`config.mk`:
```
export PLATFORM = sky130hd
export DESIGN_NAME = axi4lite_regfile
export DESIGN_NICKNAME = d
export VERILOG_FILES = /design/src/rtl/axi4lite_regfile.sv
export SDC_FILE = /design/constraint.sdc
export NUM_CORES = 2
export LEC_CHECK = 0
export ABC_AREA = 1
export BUFFER_PORTS_ARGS = -buffer_cell sky130_fd_sc_hd__buf_2
export CORE_AREA = 2 2 449 451
export DETAILED_ROUTE_END_ITERATION = 12
export DIE_AREA = 0 0 451 453
export PLACE_DENSITY = 0.39
export SYNTH_ARGS = -nofsm -noshare
export SYNTH_HDL_FRONTEND = slang
export SYNTH_SLANG_ARGS = --single-unit
```
`constraint.sdc`:
```
create_clock -name clk -period 2.15 [get_ports clk]
set_input_delay 0.3225 -clock clk [delete_from_list [all_inputs] [get_ports clk]]
set_output_delay 0.3225 -clock clk [all_outputs]
set_load 0.1 [all_outputs]
```
`src/rtl/axi4lite_regfile.sv`:
```
// AXI4-Lite slave register file with byte strobes, read-only status registers,
// SLVERR/DECERR responses and a per-register hardware update port.
module axi4lite_regfile #(
    parameter int                      ADDR_W  = 8,
    parameter int                      DW      = 32,
    parameter int                      NREGS   = 16,
    parameter logic [NREGS-1:0]        RO_MASK = '0,
    parameter logic [NREGS*DW-1:0]     RST_VAL = '0
) (
    input  logic                  clk,
    input  logic                  reset_n,
    input  logic [ADDR_W-1:0]     awaddr,
    input  logic                  awvalid,
    output logic                  awready,
    input  logic [DW-1:0]         wdata,
    input  logic [DW/8-1:0]       wstrb,
    input  logic                  wvalid,
    output logic                  wready,
    output logic [1:0]            bresp,
    output logic                  bvalid,
    input  logic                  bready,
    input  logic [ADDR_W-1:0]     araddr,
    input  logic                  arvalid,
    output logic                  arready,
    output logic [DW-1:0]         rdata,
    output logic [1:0]            rresp,
    output logic                  rvalid,
    input  logic                  rready,
    input  logic [NREGS-1:0]      hw_we,
    input  logic [NREGS*DW-1:0]   hw_wdata,
    output logic [NREGS*DW-1:0]   regs
);
    localparam int SW  = DW / 8;
    localparam int LSB = $clog2(SW);
    localparam int IW  = ADDR_W - LSB;
    localparam logic [1:0] RESP_OKAY   = 2'b00;
    localparam logic [1:0] RESP_SLVERR = 2'b10;
    localparam logic [1:0] RESP_DECERR = 2'b11;

    logic              aw_held_reg;
    logic [ADDR_W-1:0] aw_addr_reg;
    logic              w_held_reg;
    logic [DW-1:0]     w_data_reg;
    logic [SW-1:0]     w_strb_reg;
    logic              bvalid_reg;
    logic [1:0]        bresp_reg;
    logic              rvalid_reg;
    logic [1:0]        rresp_reg;
    logic [DW-1:0]     rdata_reg;

    logic              aw_hs, w_hs, ar_hs, commit;
    logic [ADDR_W-1:0] wr_addr;
    logic [DW-1:0]     wr_data;
    logic [SW-1:0]     wr_strb;
    logic [IW-1:0]     wr_idx, rd_idx;
    logic              wr_in_range, rd_in_range, wr_ro;
    logic [1:0]        wr_resp;
    logic [DW-1:0]     rd_val;
    logic [DW-1:0]     reg_arr [NREGS];
    logic              unused_low_bits;

    // Readies are gated by reset_n so they read 0 while reset is held.
    assign awready = reset_n & ~aw_held_reg;
    assign wready  = reset_n & ~w_held_reg;
    assign arready = reset_n & (~rvalid_reg | rready);

    assign aw_hs = awvalid & awready;
    assign w_hs  = wvalid & wready;
    assign ar_hs = arvalid & arready;

    // A write can commit straight from the bus without passing through the holding registers.
    assign wr_addr = aw_held_reg ? aw_addr_reg : awaddr;
    assign wr_data = w_held_reg ? w_data_reg : wdata;
    assign wr_strb = w_held_reg ? w_strb_reg : wstrb;
    assign commit  = (aw_held_reg | aw_hs) & (w_held_reg | w_hs) & (~bvalid_reg | bready);

    assign wr_idx          = wr_addr[ADDR_W-1:LSB];
    assign rd_idx          = araddr[ADDR_W-1:LSB];
    assign wr_in_range     = 32'(wr_idx) < NREGS;
    assign rd_in_range     = 32'(rd_idx) < NREGS;
    assign unused_low_bits = ^{wr_addr[LSB-1:0], araddr[LSB-1:0]};

    always_comb begin
        wr_ro  = 1'b0;
        rd_val = '0;
        for (int i = 0; i < NREGS; i++) begin
            if (32'(wr_idx) == i) wr_ro = RO_MASK[i];
            if (32'(rd_idx) == i) rd_val = reg_arr[i];
        end
    end

    assign wr_resp = !wr_in_range ? RESP_DECERR : (wr_ro ? RESP_SLVERR : RESP_OKAY);

    always_ff @(posedge clk) begin
        if (!reset_n) begin
            aw_held_reg <= 1'b0;
            aw_addr_reg <= '0;
            w_held_reg  <= 1'b0;
            w_data_reg  <= '0;
            w_strb_reg  <= '0;
            bvalid_reg  <= 1'b0;
            bresp_reg   <= RESP_OKAY;
            rvalid_reg  <= 1'b0;
            rresp_reg   <= RESP_OKAY;
            rdata_reg   <= '0;
        end else begin
            if (commit)     aw_held_reg <= 1'b0;
            else if (aw_hs) aw_held_reg <= 1'b1;
            if (aw_hs)      aw_addr_reg <= awaddr;

            if (commit)     w_held_reg <= 1'b0;
            else if (w_hs)  w_held_reg <= 1'b1;
            if (w_hs) begin
                w_data_reg <= wdata;
                w_strb_reg <= wstrb;
            end

            if (commit) begin
                bvalid_reg <= 1'b1;
                bresp_reg  <= wr_resp;
            end else if (bready) begin
                bvalid_reg <= 1'b0;
            end

            // rd_val sees the pre-edge contents, so a colliding read returns the old value.
            if (ar_hs) begin
                rvalid_reg <= 1'b1;
                rdata_reg  <= rd_in_range ? rd_val : '0;
                rresp_reg  <= rd_in_range ? RESP_OKAY : RESP_DECERR;
            end else if (rready) begin
                rvalid_reg <= 1'b0;
            end
        end
    end

    assign bvalid = bvalid_reg;
    assign bresp  = bresp_reg;
    assign rvalid = rvalid_reg;
    assign rresp  = rresp_reg;
    assign rdata  = rdata_reg;

    for (genvar gi = 0; gi < NREGS; gi++) begin : g_reg
        logic [DW-1:0] val_reg, val_next;
        logic          bus_hit;

        assign bus_hit = commit && (32'(wr_idx) == gi) && !RO_MASK[gi];

        // Hardware load first, then strobed bus bytes override it.
        always_comb begin
            val_next = val_reg;
            if (hw_we[gi]) val_next = hw_wdata[gi*DW +: DW];
            if (bus_hit) begin
                for (int b = 0; b < SW; b++) begin
                    if (wr_strb[b]) val_next[b*8 +: 8] = wr_data[b*8 +: 8];
                end
            end
        end

        always_ff @(posedge clk) begin
            if (!reset_n) val_reg <= RST_VAL[gi*DW +: DW];
            else          val_reg <= val_next;
        end

        assign regs[gi*DW +: DW] = val_reg;
        assign reg_arr[gi]       = val_reg;
    end
endmodule

```
==> flow_summary.yaml <==
logic_synthesis:
  netlist_top_cells_count: "nor2_1, inv_1, nand2_1, dfxtp_1, o22ai_1"
  synth_top_area_cell: "dfxtp_1"
  syn-num-nets: 5203
  synth_area_leaders: "dfxtp_1, mux2i_1, nor2_1"
  yosysSeqAreaShare_pct: 37.6
  postSynthAreaPerCell_sq_um: 6.84
  synth-edff-count: 0
  yosysTopAreaCellShare_pct: 37.6
  synth_ff_type: "dfxtp_1"
  synth_seq_cells: 592
  netlist_area_sq_um: 31600
  async_flop_share_pct: 0
  syn_inst: 4616
  synth_warnings: 0
  yosysMostFrequentCell: "nor2_1"
  ys_types: 30
final_layout:
  largest_reg_flops: 512
  final_cells: 9212
  seqCellArea_sq_um: 11900
  multi_input_area_sq_um: 18300
  synthToLayoutAreaGrowth_pct: 77.3
  drive_gt1_share_pct: 36.9
  fill_cells: 21900
  finalNetCount: 7063
sta:
  period_minus_slack_ns: 2.32
  max_slew_margin_pct: 33.7
  drv_slew: 0
  finalCritPeriodShare_pct: 108
  skew_ns: 0.0318
  finalHoldViolCount: 0
  max_freq_mhz: 432
  finalSetupViolCount: 329
  setup_tns_ns: -22.17
  setup_slack_ns: -0.167
  tightest_slew_ns: 0.995
  rsz0062_at_grt: "yes"
power_and_ir_drop:
  ir_worst_vdd_mv: 0.576
  power_density_nw_per_um2: 728
  leakagePower_nw: 25.9
  finalPower_mw: 40.7
global_route:
  antenna_found_initial: 49
  grt_pass1_vias: 40500
  grt_pass1_wl_um: 397000
  overflow: 0
  grt_max_degree: 147
  grtUsageTotal_pct: 29.3
floorplan:
  die_w_um: 451
  core-area_sq_um: 199000
  rows: 164
  die-area_sq_um: 204000
  initial_core_util_pct: 15.8
  fp.dieH_um: 453
  boundaryPins: 1140
clock_network:
  cts-buffers-inserted: 82
  cts.path.max_buffers: 3
  clk_pin_slew_ns: 0.06
  cts.sinks: 592
  cts_max_level: 3
  tritoncts: "built"
  clock_latency_ns: 0.74
  root_buffer: "clkbuf_16"
critical_path:
  crit_type: "reg -> reg"
  reg2regPathDepth: 12
  path_max_fanout: 5
  reg2reg_to: "g_reg[14].val_reg[13]"
  cp.arrival_ns: 2.90
  r2r-start: "aw_held_reg"
  reg2reg_slack_ns: -0.17
  worstSetupStartpointType: "flop"
  critical_path_required_ns: 2.74
  cp-end-kind: "flop"
detailed_routing:
  wl_per_cell_um: 34.2
  dr.pass1.iters: 6
  num_vias: 42800
  drt_wl_total_um: 315000
  via_per_inst: 4.65
  drcViolationCount: 0
  drt.antenna.violating_nets: 0
  drtIter0Drc: 4206
min_path:
  hold_path_class: "in -> reg"
  hp-start: "hw_wdata[369]"
  worstHoldEndpoint: "g_reg[11].val_reg[17]"
  hold_path_depth: 5
job:
  maxCapViolations: 0
placement:
  place.gp.congestion: 1.00
  dp_hpwl_um: 259000
  dp_cells: 8622
  portBuffers: 1135
run_status:
  status: "finished, violations left"
  failed_checks: "negative setup slack"
==> routing by layer <==
layer  global-route usage [%]  share of wire (%)  up-vias
met5                        0              0.027        -
met4                     14.7                6.1       12
met3                     4.97                6.5      541
met2                     48.5                 46     2245
met1                     36.6                 41    21100
li1                         -                  -    18900
==> critical path: stages (launching register included) <==
cell	delay, ns
dfxtp_4	0.36
buf_4	0.14
o31ai_4	0.25
buf_6	0.19
nand2_8	0.07
nor3_4	0.28
buf_12	0.20
nand2_8	0.10
nor2_4	0.21
buf_6	0.16
o22ai_2	0.06
inv_1	0.06
nor2_1	0.03
==> worst max path at each step <==
stage                            end  slack, ns  depth (start not counted)            startpoint
3_3_place_gp               rdata[22]      -1.34                         16             araddr[7]
5_1_grt         g_reg[3].val_reg[19]      -0.23                         15           aw_held_reg
6_report       g_reg[14].val_reg[13]      -0.17                         12           aw_held_reg
2_1_floorplan  g_reg[14].val_reg[10]      -0.28                         12               reset_n
4_1_cts                    rdata[22]      -0.13                         10  g_reg[2].val_reg[22]
3_5_place_dp               rdata[22]      -1.37                         16             araddr[7]
==> report_power, final <==
part	switching (mW)	internal, mW	total (mW)
Sequential	1.14	11.6	12.8
Clock	6.15	8.78	14.9
Combinational	9.52	3.52	13.0
Total	16.8	23.9	40.7
==> cell families (layout without fill, tap and decap cells) <==
group	Yosys count	in the layout	share of synthesized area [%]
AOI/OAI and AO/OA	915	915	16.3
other	0	18	0
and+or+nand+nor	1711	1712	22.3
buffers and inverters	1053	2974	12.7
DFF	592	592	37.6
muxes	345	345	11.1
==> metrics by stage <==
stage	hold slack (ns)	instance area, sq um	setup WS (ns)	util, %
final	0.0422	55900	-0.167	28.1
after global routing	0.0275	55900	-0.232	28.1
after CTS	0.0000124	53800	-0.134	27.0
after detailed placement	0.447	45400	-1.37	22.8
after global placement	0.440	45400	-1.34	22.8
after floorplan	0.428	31700	-0.280	-
==> cell type report <==
type,count,area share (%)
Antenna cell,18,0.0805
Clock buffer,119,4.24
Clock inverter,27,0.837
Inverter,741,5.03
Multi-Input combinational cell,2972,32.8
Sequential cell,592,21.3
Tap cell,2656,5.94
Timing Repair Buffer,2087,29.7
==> what timing repair did <==
| action | 4_1_cts | 5_1_grt |
|---|---|---|
| setup buffers | 20 | 16 |
| setup endpoints to repair | 682 | 525 |
| gates cloned | 0 | 4 |
| pin swaps | 54 | 81 |
| endpoints found under the hold margin | 385 | 0 |
| hold buffers | 387 | 0 |
| gates resized for setup | 432 | 391 |
==> cells in the final DEF, fill, tap and decap left out, types with 11 or more instances in the layout <==
master	instances
buf_4	481
dfxtp_4	11
o21ai_0	120
mux2_2	35
o22ai_1	246
buf_12	163
buf_6	70
inv_2	53
dfxtp_2	34
mux2i_1	310
a21oi_1	314
dfxtp_1	547
o22ai_2	189
diode_2	18
clkbuf_1	20
buf_2	973
clkbuf_8	16
nand4_1	116
nand3_1	88
o22ai_4	13
nand2_1	603
nor2_2	40
a21oi_2	17
nor2_4	82
nor2_1	684
nand3_2	13
dlygate4sd3_1	387
clkbuf_16	86
nand2_2	53
inv_1	683
No activity file was read; power rests on OpenSTA's default activity.
